### config.mk
export PLATFORM = sky130hd
export DESIGN_NAME = banco_registradores_param
export DESIGN_NICKNAME = d
export VERILOG_FILES = /design/src/rtl/banco_registradores_param.sv
export SDC_FILE = /design/constraint.sdc
export NUM_CORES = 2
export LEC_CHECK = 0
export CELL_PAD_IN_SITES_DETAIL_PLACEMENT = 0
export CELL_PAD_IN_SITES_GLOBAL_PLACEMENT = 1
export CORE_UTILIZATION = 46
export DETAILED_ROUTE_END_ITERATION = 12
export PLACE_DENSITY_LB_ADDON = 0.25
export SYNTH_ARGS = -nofsm -noshare
export SYNTH_HDL_FRONTEND = slang
export SYNTH_SLANG_ARGS = --single-unit
### constraint.sdc
create_clock -name CLK -period 32.5 [get_ports CLK]
set_input_delay 3.25 -clock CLK [delete_from_list [all_inputs] [get_ports CLK]]
set_output_delay 3.25 -clock CLK [all_outputs]
set_load 0.01 [all_outputs]
### src/rtl/banco_registradores_param.sv
// Parametrised register file with per-register busy scoreboard: two combinational
// read ports, one byte-masked write port, optional zero register and forwarding.
module banco_registradores_param #(
  parameter int LARGURA      = 32,
  parameter int PROFUNDIDADE = 32,
  parameter bit ZERO_R0      = 1'b1,
  parameter bit BYPASS       = 1'b1,
  localparam int AW = (PROFUNDIDADE > 1) ? $clog2(PROFUNDIDADE) : 1,
  localparam int NB = LARGURA / 8
) (
  input  logic               CLK,
  input  logic               RST,
  input  logic [AW-1:0]      RN,
  input  logic [AW-1:0]      RM,
  input  logic [AW-1:0]      RD,
  input  logic [LARGURA-1:0] DadoRegEscrita,
  input  logic [NB-1:0]      MascaraByte,
  input  logic               CTRLEscritaReg,
  input  logic [AW-1:0]      RDReserva,
  input  logic               CTRLReserva,
  output logic [LARGURA-1:0] DadoRegLeitura1,
  output logic [LARGURA-1:0] DadoRegLeitura2,
  output logic               Pronto1,
  output logic               Pronto2
);

  typedef struct packed {
    logic [LARGURA-1:0] data;
    logic               pronto;
  } leitura_t;

  logic [LARGURA-1:0] regs [PROFUNDIDADE];
  logic [PROFUNDIDADE-1:0] busy;
  logic [LARGURA-1:0] wr_old;
  logic [LARGURA-1:0] wr_merged;
  logic wr_eff;
  logic res_eff;
  leitura_t rp1;
  leitura_t rp2;

  // An address is live when it exists and is not the hardwired zero register.
  function automatic logic addr_live(input logic [AW-1:0] a);
    return (int'(a) < PROFUNDIDADE) && !(ZERO_R0 && (a == '0));
  endfunction

  assign wr_eff  = CTRLEscritaReg && addr_live(RD);
  assign res_eff = CTRLReserva && addr_live(RDReserva);
  assign wr_old  = (int'(RD) < PROFUNDIDADE) ? regs[RD] : '0;

  // NOTE: every always_comb output gets a default first so no latch is inferred.
  always_comb begin
    wr_merged = wr_old;
    for (int i = 0; i < NB; i++) begin
      if (MascaraByte[i]) wr_merged[8*i +: 8] = DadoRegEscrita[8*i +: 8];
    end
  end

  // NOTE: the array is reset on purpose: reads must return 0 as soon as RST rises,
  // so this storage maps to flops rather than a RAM macro.
  always_ff @(posedge CLK or posedge RST) begin
    if (RST) begin
      for (int i = 0; i < PROFUNDIDADE; i++) regs[i] <= '0;
    end else if (wr_eff) begin
      // NOTE: non-blocking assignments keep every flop sampling pre-edge values.
      regs[RD] <= wr_merged;
    end
  end

  // A reservation in the same cycle as the completing write wins.
  always_ff @(posedge CLK or posedge RST) begin
    if (RST) begin
      busy <= '0;
    end else begin
      for (int i = 0; i < PROFUNDIDADE; i++) begin
        if (res_eff && (RDReserva == AW'(i)))  busy[i] <= 1'b1;
        else if (wr_eff && (RD == AW'(i)))     busy[i] <= 1'b0;
      end
    end
  end

  function automatic leitura_t read_port(input logic [AW-1:0] a);
    leitura_t r;
    r.data   = '0;
    r.pronto = 1'b1;
    if (addr_live(a)) begin
      if (BYPASS && wr_eff && (a == RD)) begin
        r.data = wr_merged;
      end else begin
        r.data   = regs[a];
        r.pronto = !busy[a];
      end
    end
    return r;
  endfunction

  always_comb begin
    rp1 = read_port(RN);
    rp2 = read_port(RM);
  end

  assign DadoRegLeitura1 = rp1.data;
  assign Pronto1         = rp1.pronto;
  assign DadoRegLeitura2 = rp2.data;
  assign Pronto2         = rp2.pronto;

endmodule

==> impl_metrics.yaml <==
pwr:
  p_per_area_nw_per_um2: 60.55
  finalPower_uw: 4218
  ir_worst_vdd_mv: 0.04715
  cellLeakagePower_uw: 0.02995
drt:
  wire_per_inst_microns: 34.50
  firstDrtPassIters: 6
  route.detailed.drc: 0
  vias_per_cell: 7.006
  vias: 54070
  routed_wl_microns: 266300
  postRouteAntennaNets: 0
  drt_iter0_drc: 7489
final_layout:
  nFillCells: 12410
  final_core_util_pct: 50.67
  layoutNonFillerInstCount: 7717
  syn_to_final_growth_pct: 9.168
  layout.nets: 5890
  drive_gt1_share_pct: 15.78
setup_path:
  max_stage_delay_ps: 870
  worst_ep_arrival_time_ps: 9540
  cp_cell_sequence: "buf_8 > buf_4 > buf_4 > buf_4 > buf_4 > mux2i_1 > a221oi_1 > a21oi_1 > o32a_1 > o22ai_1 > clkdlybuf4s50_1"
  cp.depth: 11
  cp_common_cell: "buf_4"
  crit_family: "buffers and inverters"
  critPathRequiredTime_ps: 29250
  r2r_cells: 6
  critPathKind: "in2out"
  worstSetupStartpointType: "primary input"
  critPathBufInv: 6
  endpoint_kind: "output port"
  slowest_stage: "buf_4"
  crit_fanout: 69
clock_network:
  cts_resized: 0
  cts-root-buf: "clkbuf_16"
  clock_latency_ps: 770
  cts_setup_buffers: 0
  cts_tree: "built"
  cts_hold_buf: 0
  cts-buffers-inserted: 118
  cts_sinks: 1056
  cts.path.max_buffers: 3
  clkSlewWorstSetupHoldPaths_ps: 60
  htree_levels: 3
worst_hold_path:
  min_path_type: "reg2reg"
  hold_depth: 0
run_status:
  status: "finished, final reports clean"
yosys:
  yosysWarnings: 0
  yosysTopAreaCellShare_pct: 41.41
  synth_area_sq_um: 63820
  yosys.area.top_type: "dfrtp_1"
  synthArstFlopShare_pct: 100.0
  synth.area.top_cells: "dfrtp_1 (41%), mux4_2 (16%), mux2i_1 (11%)"
  synth_area_per_cell_sq_um: 10.47
  synth_nets: 6158
  ys_seq_elements: 1056
  synth_cell_type_count: 70
  synth_ff_type: "dfrtp_1"
  netlist_instances: 6098
  yosysSeqAreaShare_pct: 41.41
  synth_edf_count: 0
floorplan:
  fp.dieH_microns: 374.5
  io_pins: 126
  die_area_sq_um: 140200
  core_sq_um: 137500
  initial_core_util_pct: 46.42
  std_cell_rows: 136
  die_x_microns: 374.5
placed_design:
  gp_congestion: 0.9040
  dp.cells: 7503
  post-dp-hpwl_microns: 154900
  numPortBuffers: 125
  place_worst_setup_slack_ps: 19780
timing:
  timing.fmax_mhz: 78.20
  hold_violations: 0
  fin_tns_setup_ps: 0
  fin_skew_ps: 23.79
  setup_viol: 0
  worstMarginPinSlew_ps: 1306
  relSlewSlack_pct: 11.80
  finalMaxSlewViolations: 0
  rsz0062_at_grt: "false"
  finalWorstSetupSlack_ps: 19710
  min_period_over_period_pct: 39.35
  period_needed_ps: 12790
global_route:
  track_usage_pct: 37.58
  grt_pass1_vias: 51490
  antenna_found_initial: 12
  grt_pass1_wl_microns: 380900
  grt-ovfl-total: 0
  grt_max_degree: 168
flow_run:
  maxCapViolCount: 0
-- where the power goes --
group	internal [uW]	leakage (uW)	switching [uW]	total [uW]
Sequential	1570	0.0138	267	1840
Combinational	475	0.0143	531	1010
Clock	795	0.00190	581	1380
-- final cells by class --
type                    instances  area, sq um  share of cell area, %
diodes                          3        7.507                0.01078
clock buffers                 181         3493                  5.014
repair buffers                267         2375                  3.409
well taps                    1794         2245                  3.222
flip-flops and latches       1056        26430                  37.93
multi-input cells            4375        34700                  49.81
clock inverters                29        365.4                 0.5244
inverters                      12        52.55                0.07543
-- placed cells by master (no fill, tap or decap), types with 7 or more instances in the layout --
cell type | netlist | routed
nand3_1 | 83 | 78
mux2_2 | 73 | 73
o221ai_1 | 32 | 32
dfrtp_1 | 1056 | 1056
o21ai_0 | 1052 | 1052
mux2i_1 | 683 | 683
buf_4 | 43 | 145
clkbuf_8 | 0 | 24
nand2_1 | 1090 | 1065
clkinv_2 | 0 | 16
o22ai_1 | 125 | 125
nand3b_1 | 12 | 12
a221o_1 | 32 | 32
o211ai_1 | 21 | 21
a221oi_1 | 168 | 168
o31ai_1 | 9 | 9
clkbuf_1 | 426 | 36
a22oi_1 | 111 | 111
nor2b_1 | 20 | 14
mux4_2 | 461 | 461
nand2_4 | 0 | 25
inv_1 | 10 | 7
a21oi_1 | 88 | 87
clkdlybuf4s50_1 | 0 | 111
a31oi_1 | 10 | 10
bufinv_16 | 0 | 8
nor3_1 | 32 | 32
a211oi_1 | 8 | 8
o21ai_1 | 54 | 51
nand2b_1 | 34 | 34
xnor2_1 | 10 | 10
nor2_1 | 58 | 55
clkbuf_16 | 0 | 121
a22o_1 | 20 | 20
-- metal layers --
metal  vias to the layer above  wire (microns)  GRT usage (%)
li1                      22310               -              -
met1                     27180          105700          52.59
met2                      3685          111800          53.33
met3                       874           32720          10.15
met4                        16           16010          19.46
met5                         -             105              0
-- state kept, by name, indices dropped and copies added, names as in the netlist --
register  cells
busy         32
regs       1024
-- cell families after synthesis --
logic type      Yosys count  synth area share, %
compound gates         1772                16.59
xor+xnor                 10               0.1372
mux                    1217                28.27
buf+inv                 667                4.739
flops                  1056                41.41
simple gates           1376                8.860
-- worst paths after layout --
path                             from                  to  slack [ps]
min in group asynchronous         RST          regs[1017]        2840
setup reg to reg            regs[671]            regs[95]       29920
hold reg to reg            regs[1012]          regs[1012]         420
hold / removal             regs[1012]          regs[1012]         420
setup / recovery                RN[0]  DadoRegLeitura1[8]       19710
max in group asynchronous         RST           regs[144]       26730
-- stage by stage --
| stage | hold WS, ps | instance area (sq um) |
|---|---|---|
| after floorplan | 441.3 | 63820 |
| after CTS | 416.9 | 69650 |
| after global routing | 425.5 | 69660 |
| final | 416.5 | 69670 |
| after detailed placement | 403.0 | 65790 |
| after global placement | 387.1 | 65790 |
-- cell usage after synthesis (all sizes together) (9+ instances only) --
cell type	count
nand2b	34
o31ai	9
a21oi	88
a221o	32
mux2i	683
a221oi	168
nor3	34
buf	227
xnor2	10
a31oi	10
nand3	85
clkbuf	428
o22ai	125
nand3b	12
o21ai	1107
inv	11
o221ai	32
nor2b	20
a22oi	111
nand2	1090
a22o	20
mux2	73
nor2	58
mux4	461
dfrtp	1056
o211ai	21
(Power assumes the default switching activity.)
